### config.mk
export PLATFORM = sky130hd
export DESIGN_NAME = md_issue_ctrl
export DESIGN_NICKNAME = d
export VERILOG_FILES = /design/src/rtl/md_pkg.sv /design/src/rtl/md_issue_ctrl.sv
export SDC_FILE = /design/constraint.sdc
export NUM_CORES = 1
export LEC_CHECK = 0
export ABC_CLOCK_PERIOD_IN_PS = 3400
export BUFFER_PORTS_ARGS = -buffer_cell sky130_fd_sc_hd__buf_4
export CORE_AREA = 4 4 90 92
export DETAILED_ROUTE_END_ITERATION = 10
export DIE_AREA = 0 0 94 96
export GPL_TIMING_DRIVEN = 0
export PLACE_DENSITY = 0.71
export SLEW_MARGIN = 20
export SYNTH_ARGS = -nofsm -noshare
export SYNTH_HDL_FRONTEND = slang
export SYNTH_SLANG_ARGS = --single-unit
### constraint.sdc
create_clock -name clk -period 3.4 [get_ports clk]
set_input_delay 0.85 -clock clk [delete_from_list [all_inputs] [get_ports clk]]
set_output_delay 0.85 -clock clk [all_outputs]
set_load 0.005 [all_outputs]
### src/rtl/md_pkg.sv
// Shared encodings for the HI/LO issue controller: request opcodes,
// HI/LO unit command bit positions and controller states.
package md_pkg;

  typedef enum logic [2:0] {
    OP_MULT  = 3'd0,
    OP_MULTU = 3'd1,
    OP_DIV   = 3'd2,
    OP_DIVU  = 3'd3,
    OP_MTHI  = 3'd4,
    OP_MTLO  = 3'd5,
    OP_MFHI  = 3'd6,
    OP_MFLO  = 3'd7
  } req_op_e;

  localparam int unsigned MD_OP_W  = 6;
  localparam int unsigned MD_MULT  = 0;
  localparam int unsigned MD_MULTU = 1;
  localparam int unsigned MD_DIV   = 2;
  localparam int unsigned MD_DIVU  = 3;
  localparam int unsigned MD_MTHI  = 4;
  localparam int unsigned MD_MTLO  = 5;

  typedef enum logic [1:0] {
    IDLE        = 2'd0,
    MUL_WB      = 2'd1,
    DIV_GUARD_S = 2'd2,
    DIV_WAIT    = 2'd3
  } md_state_e;

endpackage

### src/rtl/md_issue_ctrl.sv
// EX-stage issue controller for HI/LO instructions: sequences mult/div/mt
// commands to the HI/LO unit and returns registered MFHI/MFLO results.
module md_issue_ctrl
  import md_pkg::*;
#(
  parameter int unsigned DIV_GUARD = 2
) (
  input  logic                 clk,
  input  logic                 rst,
  input  logic                 req_valid,
  input  logic [2:0]           req_op,
  input  logic [31:0]          req_src0,
  input  logic [31:0]          req_src1,
  output logic                 req_ready,
  input  logic                 flush,
  output logic [MD_OP_W-1:0]   md_op,
  output logic [31:0]          md_in0,
  output logic [31:0]          md_in1,
  output logic                 md_read_hi,
  input  logic [31:0]          md_rdata,
  input  logic                 md_accessible,
  output logic                 rsp_valid,
  output logic [31:0]          rsp_data,
  output logic                 busy
);

  localparam int unsigned GW = (DIV_GUARD > 1) ? $clog2(DIV_GUARD) : 1;

  md_state_e   state, state_d;
  logic [GW-1:0] cnt, cnt_d;
  req_op_e     op;
  logic        accept;
  logic        mf_accept;
  logic        rd_hi_q;
  logic        rsp_pend;
  logic [31:0] rsp_q;

  always_comb begin
    op        = req_op_e'(req_op);
    req_ready = (state == IDLE) && !flush && !rst;
    accept    = req_valid && req_ready;
    mf_accept = accept && (op == OP_MFHI || op == OP_MFLO);
    md_op     = '0;
    md_in0    = '0;
    md_in1    = '0;
    state_d   = state;
    cnt_d     = cnt;
    case (state)
      IDLE: begin
        if (accept) begin
          case (op)
            OP_MULT, OP_MULTU: begin
              md_op[(op == OP_MULT) ? MD_MULT : MD_MULTU] = 1'b1;
              md_in0  = req_src0;
              md_in1  = req_src1;
              state_d = MUL_WB;
            end
            OP_DIV, OP_DIVU: begin
              md_op[(op == OP_DIV) ? MD_DIV : MD_DIVU] = 1'b1;
              md_in0  = req_src0;
              md_in1  = req_src1;
              cnt_d   = '0;
              state_d = (DIV_GUARD == 0) ? DIV_WAIT : DIV_GUARD_S;
            end
            OP_MTHI: begin
              md_op[MD_MTHI] = 1'b1;
              md_in0  = req_src0;
              state_d = MUL_WB;
            end
            OP_MTLO: begin
              md_op[MD_MTLO] = 1'b1;
              md_in1  = req_src0;
              state_d = MUL_WB;
            end
            default: ;
          endcase
        end
      end
      MUL_WB: state_d = IDLE;
      DIV_GUARD_S: begin
        // md_accessible may still reflect the pre-divide idle state here
        if (cnt == GW'(DIV_GUARD - 1)) begin
          cnt_d   = '0;
          state_d = DIV_WAIT;
        end else begin
          cnt_d = cnt + GW'(1);
        end
      end
      DIV_WAIT: if (md_accessible) state_d = IDLE;
      default: state_d = IDLE;
    endcase
  end

  always_ff @(posedge clk) begin
    if (rst) begin
      state    <= IDLE;
      cnt      <= '0;
      rd_hi_q  <= 1'b0;
      rsp_pend <= 1'b0;
      rsp_q    <= '0;
    end else begin
      state    <= state_d;
      cnt      <= cnt_d;
      rsp_pend <= mf_accept;
      if (mf_accept) begin
        rd_hi_q <= (op == OP_MFHI);
        rsp_q   <= md_rdata;
      end
    end
  end

  always_comb begin
    md_read_hi = rst ? 1'b0 : (mf_accept ? (op == OP_MFHI) : rd_hi_q);
    rsp_valid  = rsp_pend && !flush && !rst;
    rsp_data   = rst ? '0 : rsp_q;
    busy       = !rst && (state != IDLE);
  end

endmodule
* Word level (Yosys, flattened, before mapping) *
Cells that the tools add are included.

cells by class
  add/sub/neg operators = 1
  $mul = 0
  div/mod/pow operators = 0
  order comparisons = 4
  equality and inequality tests = 15
  shift operators = 0
  multiplexer cells = 29
  bitwise operators = 0
  reductions and logical operators = 23

operators by type and width
  cell                  number
  $mux W32              6
  $pmux W32 S2          1
  $eq A3 B3 Y1 const B  4
  $mux W6               2
  $logic_and A1 B1 Y1   9
  $mux W1               9
  $pmux W2 S4           1
  $pmux W4 S2           1
  $reduce_or A4 Y1      2
  $demux W1 S3          2
  $eq A3 B2 Y1 const B  2
  $mux W2               3
  $ne A2 B2 Y1 const B  3
  $pmux W1 S3           2
  $reduce_or A5 Y1      1
  $eq A2 B2 Y1 const B  2
  $lt A1 B4 Y1 const B  1
  $lt A2 B4 Y1 const B  1
  $pmux W2 S2           1
  $reduce_and A4 Y1     1
  $reduce_bool A2 Y1    2
  $reduce_or A2 Y1      2
  $eq A3 B1 Y1 const B  1
  $logic_not A3 Y1      1
  other kinds (11)      12

storage, ports and cells
  bits in registers = 37
  latch bits = 0
  bits in writable memories = 0
  memory bits (read-only) = 0
  input port bits = 104
  output and inout bits = 106
  word-level logic and storage cells = 77
  memories kept = 0

* Longest topological paths before layout *
  word-level depth = 9
  gate-level depth with buffers = 5
  gate-level depth less buffers = 4

* Worst setup path before layout *
Ideal clock, no wire load.

  path kind = input to output
  start = input rst
  end = output md_read_hi
  arrival = 2.072 ns
  data required time = 2.550 ns
  setup slack = 0.478 ns
  cell stages on the path = 5
  path through = or4_4 -> or2_1 -> buf_6 -> buf_6 -> o21ai_0

on the way
  longest elaborated chain between the ends = 6

ends and longest elaborated chain
  what                 line                 source
  start: declaration   md_issue_ctrl.sv:9   input logic rst,
  $logic_not A1 Y1     md_issue_ctrl.sv:40  req_ready = (state == IDLE) && !flush && !rst;
  $logic_and A1 B1 Y1  md_issue_ctrl.sv:40
  $logic_and A1 B1 Y1  md_issue_ctrl.sv:41  accept = req_valid && req_ready;
  $logic_and A1 B1 Y1  md_issue_ctrl.sv:42  mf_accept = accept && (op == OP_MFHI || op == OP_MFLO);
  $mux W1              n/a
  $mux W1 (*)          n/a
  end: declaration     md_issue_ctrl.sv:19  output logic md_read_hi,

Every way passes the cells marked *; elsewhere a longest branch is shown, timed or not.

* Worst setup path after layout *
  start = input rst
  end = output md_in0[22]

on the way
  longest elaborated chain between the ends = 5

ends and longest elaborated chain
  what                 line                 source
  $logic_not A1 Y1     md_issue_ctrl.sv:40
  $logic_and A1 B1 Y1  md_issue_ctrl.sv:40
  $logic_and A1 B1 Y1  md_issue_ctrl.sv:41
  $mux W32             md_issue_ctrl.sv:50  if (accept) begin
  $mux W32             md_issue_ctrl.sv:48  case (state)
  end: declaration     md_issue_ctrl.sv:17  output logic [31:0] md_in0,

Every way passes these cells.

==> results.txt <==
----------------------------------------------------
[Status]
  Status ... finished clean

[STA]
  Total count of hold-check failures in the final report ... 0
  Slew at the pin with the worst max-slew slack ... approximately 0.44 ns
  Worst setup margin ... approximately 0.11 ns
  Total count of max-transition violations in the final report ... 0
  Total of endpoints with negative setup slack in the final report ... 0
  Max frequency ... ~300 MHz
  Share of the cycle needed by the critical path after routing ... about 97%
  Unrepaired setup endpoints after global routing ... false
  Slew Limit Headroom ... slightly above 70%
  Final critical delay including setup and external delays ... roughly 3.3 ns
  Aggregate negative setup slack ... 0 ns
  Max Clock Skew ... a little over 0.007 ns

[Synth]
  Register area share after synthesis ... between 30% and 40%
  Count of yosys warnings during synthesis ... 0
  FF+latch count, synth ... 37
  Synthesized instance count ... between 200 and 300
  Most area-hungry cell type in the Yosys netlist ... sky130_fd_sc_hd__dfxtp_1
  Cell area after technology mapping ... 0.00241 mm2
  Total nets after synthesis ... 390
  Xor and xnor fraction of the mapped netlist area ... 0%
  Average cell area after synthesis ... 8.42 um2
  Post-synthesis adder-cell area fraction ... 0%
  Combinational family with the most area after synthesis ... simple AND/OR/NAND/NOR gates
  Share of the synthesized area in the top cell type ... 30.8%
  Basic-gate share of the synthesized area counting and, or, nand and nor cells ... between 30% and 40%
  Compound-cell area share of the yosys netlist ... between 8 and 9%
  Main area contributors after synthesis ... sky130_fd_sc_hd__dfxtp_1 (31%), sky130_fd_sc_hd__nor2b_1 (17%), sky130_fd_sc_hd__mux2_4 (17%)
  Count of distinct cell types in the synthesized netlist ... 25
  Fraction of synthesized area in multiplexers ... roughly a fifth

[Detailed routing]
  Final routed wire length divided by cell count ... ~14 um
  DR pass1 iterations ... 4
  Vias post-DR ... 2699
  Ratio of routed vias to standard cells ... ~4.5
  Residual antenna-violating net count after detailed routing ... 0
  Post-detailed-routing wire length ... approximately 8700 um
  Number of violations reported at the end of detailed-routing iteration 0 ... approximately 120
  Number of design rule violations left after detail routing ... 0

[Clock network]
  Root Buffer ... sky130_fd_sc_hd__clkbuf_8
  Worst-skew pair later-pin latency ... ~0.28 ns
  Clock Sink Count ... 37
  Num CTS Buffers ... 5
  Clock-pin slew on the worst setup and hold paths ... 0.07 ns
  Hold buffer count at cts ... 0
  TritonCTS clock tree ... yes
  Maximum buffer depth of the clock tree ... 2
  Setup Fix Bufs, Post-CTS ... 0
  H-Tree Depth ... 2

[Place]
  Placed wire-length estimate after detailed placement ... approximately 7000 um
  RePlAce Congestion ... approximately 0.87
  PortBufs ... approximately 210
  Worst-case setup slack after placement ... between 0.004 and 0.005 ns

[Setup path]
  Data required time of the worst path ... around 2.6 ns
  Largest stage delay, worst path ... roughly 0.5 ns
  Type of the setup path with the least slack ... input port to output pin
  Cell family with the largest share of critical-path delay ... simple AND/OR/NAND/NOR gates
  Number of buffer and inverter stages on the critical path ... 4
  Reg2Reg Capture Point ... rsp_q[14]$_SDFFE_PP0P_
  Highest fanout seen on the critical path ... 10
  Worst setup SP type ... input port
  Start of the worst register-to-register path ... state[1]$_SDFFE_PP0P_
  Sort of element at the end of the critical path ... output pin
  Count of cells along the worst register-to-register path ... 5
  Cell with the most instances on the worst path ... sky130_fd_sc_hd__buf_4
  CP arrival ... around 2.4 ns
  Worst-path cell chain ... buf_4 -> or4_4 -> inv_1 -> and3_1 -> clkbuf_2 -> and2_1 -> buf_4
  Register-to-register setup slack ... ~1.5 ns
  Slowest library cell on the worst path ... sky130_fd_sc_hd__or4_4

[Final layout]
  Nets ... between 600 and 700
  Antenna diode instance count ... 0
  Area added between synthesis and finish ... 75.4%
  Proportion of layout cells with a drive suffix above 1 ... between 50 and 60%
  Number of fillers in the final layout ... 667

[Die]
  Standard cell core area ... roughly 0.0072 mm2
  DIE WIDTH ... roughly 94 um
  Die ar. ... roughly 0.009 mm2
  Total number of placement rows ... 31
  DIE HEIGHT ... between 90 and 100 um
  Starting density of the core ... 33.4%
  IO Count ... 210

[Global routing]
  Number of global-route vias before repair ... about 2700
  Maximum number of pins on one net before global-route repair ... 12
  Total track usage ... between 10% and 20%
  Wire length of the first global-routing pass ... roughly 13000 um
  Remaining global-route overflow ... 0
  Number of antenna violations at the first check in global routing ... 0

[Power]
  VDD IR max ... 0.000164 V
  Power density over cell area ... 253 mW/mm2
  Leak pwr ... between 0.002 and 0.0025 uW

[Min path]
  Cell depth of the worst min-delay path ... 2
  Sink of the worst hold path ... state[0]$_SDFFE_PP0P_
  Worst min-delay path class ... flop to flop
  Worst min-delay path startpoint ... cnt$_SDFFE_PP0P_

[Job]
  Maxcap violations ... 0

----------------------------------------------------
sequential cells by signal, summed over array words and instances, names as in the netlist:
| name | count |
|---|---|
| cnt | 1 |
| state | 2 |
| rsp_pend | 1 |
| rsp_q | 32 |
| rd_hi_q | 1 |
final cells by class:
cell class                      instances  area (um2)  area share [%]
Inverter                                3        11.3           0.267
Sequential cell                        37         741            17.5
Tap cell                               99         124            2.93
Buffer                                 22         138            3.26
Timing Repair Buffer                  209        1570            37.1
Multi-Input combinational cell        224        1530            36.1
Clock buffer                            7        86.3            2.04
Clock inverter                          1        30.0           0.711
metrics by stage:
stage | area, um2 | util, % | instances | total power (uW) | hold WS, ns
floorplan | 2410 | - | 286 | 544 | 0.494
global placement | 4100 | 56.9 | 594 | 688 | 0.527
detailed placement | 4100 | 56.9 | 594 | 693 | 0.551
CTS | 4220 | 58.5 | 602 | 1080 | 0.560
global route | 4230 | 58.6 | 602 | 1120 | 0.609
finish | 4230 | 58.6 | 602 | 1070 | 0.567
Yosys cell counts, drive strengths merged:
cell type,count
nor2b,65
and3,2
clkbuf,18
nand3,1
nand2b,1
or2,1
o21ai,5
nand2,4
dfxtp,37
buf,4
a211o,1
nor2,38
nand4b,1
nor3b,2
or4,1
mux2,31
inv,3
o32ai,1
and2,32
and3b,1
nor4,2
a21oi,33
nor4b,2
worst max path at each step:
stage | start | endpoint | cells past startpoint
after detailed placement | rst | md_in0[21] | 7
after CTS | rst | md_in0[7] | 7
after global routing | rst | md_in1[30] | 7
after global placement | rst | md_in0[3] | 7
final | rst | md_in0[22] | 7
after floorplan | rst | md_read_hi | 5
per-layer routing:
| metal | vias to the layer above | share of wire [%] | wire length, um | GRT usage, % |
|---|---|---|---|---|
| li1 | 1364 | - | - | - |
| met1 | 1198 | 39 | 3420 | 20.9 |
| met2 | 121 | 50 | 4310 | 33.1 |
| met3 | 16 | 8.6 | 748 | 5.39 |
| met4 | 0 | 2.6 | 225 | 6.26 |
| met5 | - | 0 | 0 | 0 |
worst min-delay path, stage by stage (launching register included):
cell and delay (ns):
sky130_fd_sc_hd__dfxtp_1 0.33, sky130_fd_sc_hd__nor2_1 0.11, sky130_fd_sc_hd__o32ai_1 0.08
cell usage in the layout (no fill, tap or decap), drive strengths merged:
| cell type | count |
|---|---|
| bufinv | 1 |
| nand3 | 1 |
| clkbuf | 25 |
| nor4b | 2 |
| o21ai | 5 |
| nor3b | 2 |
| nand2b | 1 |
| mux2 | 31 |
| nor2 | 38 |
| or4 | 1 |
| and2 | 32 |
| or2 | 1 |
| and3 | 2 |
| a21oi | 33 |
| nor4 | 2 |
| dfxtp | 37 |
| inv | 3 |
| nor2b | 65 |
| o32ai | 1 |
| buf | 213 |
| nand2 | 4 |
| and3b | 1 |
| nand4b | 1 |
| a211o | 1 |
logic make-up (layout without fill, tap and decap cells):
family          Yosys count  count (layout)
simple gates            153             153
mux                      31              31
flops                    37              37
compound gates           40              40
buf+inv                  25             242
power by group:
part / leakage, uW / switching (uW) / internal (uW)
clock: 0.0000585 / 146 / 239
combinational: 0.00183 / 91.4 / 147
sequential: 0.000299 / 2.66 / 443
total: 0.00219 / 240 / 829
timing repair:
action | in CTS | in global routing
endpoints found under the hold margin | 0 | 0
pin swaps | 0 | 0
resized for setup | 1 | 10
setup endpoints to repair | 1 | 46
Note: power is estimated with default switching activity, not from simulation.
